File: config.mk
export PLATFORM = sky130hd
export DESIGN_NAME = piso_serializer
export DESIGN_NICKNAME = d
export VERILOG_FILES = /design/src/rtl/piso_serializer.sv
export SDC_FILE = /design/constraint.sdc
export NUM_CORES = 1
export LEC_CHECK = 0
export ABC_AREA = 0
export BUFFER_PORTS_ARGS = -buffer_cell sky130_fd_sc_hd__buf_2
export CORE_MARGIN = 2
export CORE_UTILIZATION = 28
export DETAILED_ROUTE_END_ITERATION = 10
export PLACE_DENSITY = 0.59
export SYNTH_ARGS = -nofsm -noshare
export SYNTH_HDL_FRONTEND = slang
export SYNTH_SLANG_ARGS = --single-unit
File: constraint.sdc
create_clock -name clk -period 1.2 [get_ports clk]
set_input_delay 0.24 -clock clk [delete_from_list [all_inputs] [get_ports clk]]
set_output_delay 0.24 -clock clk [all_outputs]
set_load 0.005 [all_outputs]
File: src/rtl/piso_serializer.sv
// Parallel-in, serial-out transmitter: valid/ready word load, MSB-first bit stream
// paced by shift_en, with a one-word holding buffer and an optional forced idle gap.
module piso_serializer #(
  parameter int WIDTH    = 4,
  parameter int IDLE_GAP = 0
) (
  input  logic             clk,
  input  logic             reset,
  input  logic             load_valid,
  output logic             load_ready,
  input  logic [WIDTH-1:0] load_data,
  input  logic             shift_en,
  output logic             ser_out,
  output logic             ser_valid,
  output logic             frame_start,
  output logic             frame_last,
  output logic             tx_done,
  output logic             busy
);

  localparam int               CNT_W    = $clog2(WIDTH);
  localparam logic [CNT_W-1:0] LAST_BIT = CNT_W'(WIDTH - 1);
  localparam logic [7:0]       GAP_INIT = 8'(IDLE_GAP);

  typedef enum logic [1:0] {
    IDLE  = 2'd0,
    SHIFT = 2'd1,
    GAP   = 2'd2
  } state_t;

  state_t           state;
  state_t           state_nxt;

  logic [WIDTH-1:0] buf_q;
  logic             buf_full;
  logic [WIDTH-1:0] shifter;
  logic [CNT_W-1:0] bit_cnt;
  logic [7:0]       gap_cnt;

  logic             load_fire;
  logic             strobe;
  logic             word_end;
  logic             reload;
  logic             gap_start;

  assign load_fire = load_valid && !buf_full;
  assign strobe    = (state == SHIFT) && shift_en;
  assign word_end  = strobe && (bit_cnt == LAST_BIT);

  always_ff @(posedge clk or posedge reset) begin
    if (reset) begin
      state <= IDLE;
    end else begin
      state <= state_nxt;
    end
  end

  // Next-state; reload moves the buffered word into the shifter.
  always_comb begin
    state_nxt = state;
    reload    = 1'b0;
    gap_start = 1'b0;
    case (state)
      IDLE: begin
        if (buf_full) begin
          reload    = 1'b1;
          state_nxt = SHIFT;
        end
      end
      SHIFT: begin
        if (word_end) begin
          if (IDLE_GAP > 0) begin
            gap_start = 1'b1;
            state_nxt = GAP;
          end else if (buf_full) begin
            reload    = 1'b1;
            state_nxt = SHIFT;
          end else begin
            state_nxt = IDLE;
          end
        end
      end
      GAP: begin
        if (gap_cnt <= 8'd1) begin
          state_nxt = IDLE;
        end
      end
      default: state_nxt = IDLE;
    endcase
  end

  // Holding buffer: capture and drain are exclusive because capture needs !buf_full.
  always_ff @(posedge clk or posedge reset) begin
    if (reset) begin
      buf_q    <= '0;
      buf_full <= 1'b0;
    end else if (load_fire) begin
      buf_q    <= load_data;
      buf_full <= 1'b1;
    end else if (reload) begin
      buf_full <= 1'b0;
    end
  end

  // Shifter and bit counter; the counter holds at the last bit instead of wrapping.
  always_ff @(posedge clk or posedge reset) begin
    if (reset) begin
      shifter <= '0;
      bit_cnt <= '0;
    end else if (reload) begin
      shifter <= buf_q;
      bit_cnt <= '0;
    end else if (strobe) begin
      shifter <= {shifter[WIDTH-2:0], 1'b0};
      if (!word_end) begin
        bit_cnt <= bit_cnt + 1'b1;
      end
    end
  end

  always_ff @(posedge clk or posedge reset) begin
    if (reset) begin
      gap_cnt <= '0;
    end else if (gap_start) begin
      gap_cnt <= GAP_INIT;
    end else if (state == GAP) begin
      gap_cnt <= gap_cnt - 8'd1;
    end
  end

  always_ff @(posedge clk or posedge reset) begin
    if (reset) begin
      tx_done <= 1'b0;
    end else begin
      tx_done <= word_end;
    end
  end

  assign load_ready  = !buf_full;
  assign ser_out     = shifter[WIDTH-1];
  assign ser_valid   = (state == SHIFT);
  assign frame_start = (state == SHIFT) && (bit_cnt == '0);
  assign frame_last  = (state == SHIFT) && (bit_cnt == LAST_BIT);
  assign busy        = (state != IDLE) || buf_full;

endmodule

==> Word level (Yosys, flattened, before mapping) <==
Index checks and enable logic that the tools add are counted.
{ "totals": {"register_bits": 22, "out_inout_bits": 7, "wordCells": 46} }
{ "classes": {"add_sub_neg": 2, "order_cmp": 1, "n_eq_ne": 7, "n_mux": 15, "n_reduce_logical": 14} }
{ "op_table": {"columns": ["operator", "count"], "rows": [
  ["2-bit 2-to-1 mux", 6],
  ["8-bit by 1-bit less-or-equal comparator with 1-bit output, second input constant", 1],
  ["4-bit 2-to-1 mux", 2],
  ["8-bit by 1-bit subtractor with 8-bit output, second input constant", 1],
  ["2-bit case mux with 3 select lines", 1],
  ["2-bit nonzero test", 3],
  ["1-bit logical AND", 5],
  ["1-bit 2-to-1 mux", 5],
  ["2-bit == test, second input constant", 2],
  ["2-bit logical NOT", 2],
  ["2-bit by 1-bit != test with 1-bit output, second input constant", 2],
  ["2-bit != test, second input constant", 2],
  ["3-bit AND reduction", 1],
  ["2-bit by 1-bit adder with 2-bit output, second input constant", 1],
  ["2-bit by 1-bit == test with 1-bit output, second input constant", 1],
  ["1-bit case mux with 2 select lines", 1],
  ["2-bit AND reduction", 1],
  ["1-bit logical NOT", 1],
  ["1-bit logical OR", 1]
]} }

==> Longest topological paths before layout <==
{ "depth": {"ltp_word": 7, "ltp_mapped": 4} }

==> Least setup slack after synthesis <==
No wires, ideal clock.
{ "synth_timing": {"path_type": "reg-to-reg", "start": "register bit_cnt[0]", "end": "register bit_cnt[0]", "t_arrival_ps": 1024, "required_ps": 1075, "path_slack_ps": 52, "stages_incl_launch_ff": 5, "cell_sequence": "dfrtp_1 ha_1 nor2b_1 o21ai_1 mux2_2"} }
{ "synth_via": {"elab_chain_len": 6, "elab_cells_between_ends": 11, "cone_classes": "add/sub (1); eq/ne (2); mux (5); reduce/logical (3)"} }
{ "synth_lines": {"columns": ["item", "line_no", "text"], "rows": [
  ["start: declaration", "37", "logic [CNT_W-1:0] bit_cnt;"],
  ["start signal: assignment", "116", "bit_cnt <= bit_cnt + 1'b1;"],
  ["2-bit == test", "48", "assign word_end = strobe && (bit_cnt == LAST_BIT);"],
  ["1-bit logical AND", "48", null],
  ["1-bit 2-to-1 mux", "71", "if (word_end) begin"],
  ["1-bit case mux with 2 select lines", "63", "case (state)"],
  ["2-bit by 1-bit != test with 1-bit output (no source line) or 2-bit nonzero test (tied branches)", null, null],
  ["2-bit AND reduction (no source line)", null, null]
]} }
Parallel ways exist; a longest one is shown, timed or not. The select of a mux whose other input is x is not followed.
A chain may end at the register's enable or synchronous reset.

==> Worst setup path after layout <==
{ "layout_timing": {"start": "register bit_cnt[1]", "end": "output port frame_start"} }
{ "layout_via": {"elab_chain_len": 2} }
{ "layout_lines": {"columns": ["item", "line_no", "text"], "rows": [
  ["2-bit logical NOT", "142", "assign frame_start = (state == SHIFT) && (bit_cnt == '0);"],
  ["1-bit logical AND", "142", null],
  ["end: declaration", "15", "output logic frame_start,"]
]} }
Every way passes these cells.

==> impl_metrics.tcl <==
set metrics [dict create \
    setup_viol_count_final 9 \
    n_fill_cell 233 \
    syn_inst 59 \
    final.setup.tns_ps -600 \
    wl_per_cell_um 12.3 \
    yosys_warnings 0 \
    avgSynthCellArea_sq_um 11.3 \
    cpPeakStageDelay_ps 390 \
    antenna_cells 0 \
    detail-route-antenna-nets 0 \
    firstDrtPassIters 2 \
    vias 528 \
    cts_buffers 3 \
    r2r_cells 4 \
    pin_count 15 \
    drv_cap 0 \
    whs_ps 199 \
    synth_area_sq_um 664 \
    yosysSeqAreaShare_pct 49.0 \
    die_h_um 52.7 \
    globalRouteOverflowTotal 0 \
    drc 0 \
    ctsLongestPathBuffers 2 \
    fp.coreArea_sq_um 2230 \
    r2r_start "buf_full" \
    clock.fmax_ghz 0.702 \
    startpoint "bit_cnt[1]" \
    clock_latency_ps 270 \
    cp_top_family "flip-flops" \
    r2r-end "buf_q[1]" \
    worstPathRequired_ps 960 \
    layout_commonest_cell "buf_2" \
    power_density_nw_per_um2 2340 \
    crit_chain "buf_6, inv_4, ha_4, and2_4, buf_6" \
    layout_common_cells "12 x buf_2, 11 x dfrtp_1, 6 x mux2_4, 6 x buf_6, 6 x buf_4" \
    ys_ff_latch 13 \
    gp_congestion 0.691 \
    cp-start-kind "flip-flop" \
    crit_buf_inv 3 \
    multi_input_area_sq_um 365 \
    rrSetupSlack_ps -20 \
    dieArea_sq_um 2780 \
    io_buffers 14 \
    post-route-period-util_pct 119 \
    hp-class "input port to flip-flop" \
    synth_fp_nets 69 \
    cts_tree "done" \
    violations "setup timing" \
    nets 97 \
    grt_usage_pct 12.5 \
    drive_above_1_share_pct 58.1 \
    p_leak_uw 0.000483 \
    cts_sinks 13 \
    ir_worst_vdd_uv 1090 \
    path_common_cell "buf_6" \
    drt_iter0_drc 4 \
    cp.arrival_ps 1190 \
    cts.htree.levels 1 \
    timing.final.hold_violations 0 \
    worst_slew_pin_slew_ps 520 \
    slowest_stage "dfrtp_1" \
    synth.distinct_cells 20 \
    status "finished with violations" \
    antenna_found_initial 0 \
    min_to "buf_q[3]" \
    grt_max_degree 14 \
    cts_root_buffer "clkbuf_4" \
    path_clk_slew_ps 80 \
    critical_path_class "flip-flop to output port" \
    initial_utilization_pct 29.7 \
    rsz0062_at_grt "true" \
    skew_ps 9.98 \
    detail_route.vias_per_cell 4.63 \
    die_width_um 52.7 \
    setup_ws_ps -225 \
    area_growth_pct 44.3 \
    hold_start "load_data[3]" \
    slew_viol_final 0 \
    grt_pass1_vias 514 \
    relSlewSlack_pct 65.3 \
    path_max_fanout 2 \
    hpwl_um 918 \
    min_path_cells 2 \
    rows 17 \
    routed_wl_um 1400 \
    finalPower_uw 2240 \
    area.sequential_sq_um 328 \
    period_needed_ps 1430 \
    cp-end-kind "output port" \
    grt_pass1_wl_um 2410 \
]
per-layer routing:
layer	routed length, um	GRT usage, %
met1	610	14.4
met2	703	21.3
met3	76	4.57
met4	10	3.85
met5	0	0
registers in the layout, summed over array words and instances, names as in the netlist:
name and flops:
buf_full 1, state 1, bit_cnt 2, tx_done 1, shifter 4, buf_q 4
per-stage QoR:
step           area, sq um  setup WS (ps)  cells  util [%]
2_1_floorplan          664           51.6     59         -
3_5_place_dp           785          -70.3    104      35.1
3_3_place_gp           785          -51.4    104      35.1
5_1_grt                958           -282    114      42.9
6_report               958           -225    114      42.9
4_1_cts                950           -226    114      42.5
cell type report:
cell class	count	area share [%]
multi-input cells	39	38.1
inverters	5	2.22
clock buffers	4	2.74
flip-flops and latches	13	34.2
well taps	28	3.66
repair buffers	25	19.1
cells by family (layout without fill, tap and decap cells):
logic type               after synthesis  in the layout  synth area share [%]
AND/OR/NAND/NOR                       16             16                  13.6
flip-flops                            13             13                  49.0
adder cells (fa/ha/maj)                2              2                  3.77
multiplexers                          10             10                  16.9
buffers and inverters                  7             34                  6.21
AO/OA/AOI/OAI                         11             11                  10.5
Yosys cell counts:
master     n  area share (%)
dfrtp_1   13              49
mux2_2     6              10
inv_1      5             2.8
nand2b_1   5             4.7
o22ai_1    4             3.8
a21oi_1    3             2.3
mux2i_1    3             4.5
nand2_1    3             1.7
and2_1     2             1.9
buf_6      2             3.4
ha_1       2             3.8
nor2b_1    2             1.9
or2_2      2             1.9
a21boi_1   1             1.1
a21o_2     1             1.3
a22o_1     1             1.3
and3_1     1            0.94
mux2_4     1             2.3
nor2_1     1            0.56
o21ai_1    1            0.75
what timing repair did:
| item | CTS | global route |
|---|---|---|
| endpoints found under the hold margin | 6 | 0 |
| setup endpoints to repair | 14 | 15 |
| pin swaps | 4 | 0 |
| resized for setup | 24 | 3 |
| setup buffers | 5 | 0 |
| hold buffers | 1 | 0 |
worst max path at each step:
stage / end / slack, ps / cells past startpoint
2_1_floorplan: bit_cnt[0] / 50 / 4
3_3_place_gp: shifter[1] / -50 / 4
3_5_place_dp: shifter[1] / -70 / 4
4_1_cts: frame_start / -230 / 5
5_1_grt: frame_last / -280 / 3
6_report: frame_start / -230 / 5
worst register-to-register path: cells and delay by family (launching register included):
| family | cells | cell delay (ps) |
|---|---|---|
| buffers and inverters | 2 | 300 |
| multiplexers | 1 | 300 |
| flip-flops | 1 | 410 |
| AND/OR/NAND/NOR | 1 | 100 |
power by group:
part	leakage [uW]	switching [uW]	internal (uW)	total (uW)
Combinational	0.000316	444	743	1190
Sequential	0.000152	156	635	792
Clock	0.0000150	137	129	265
(Power assumes the default switching activity.)
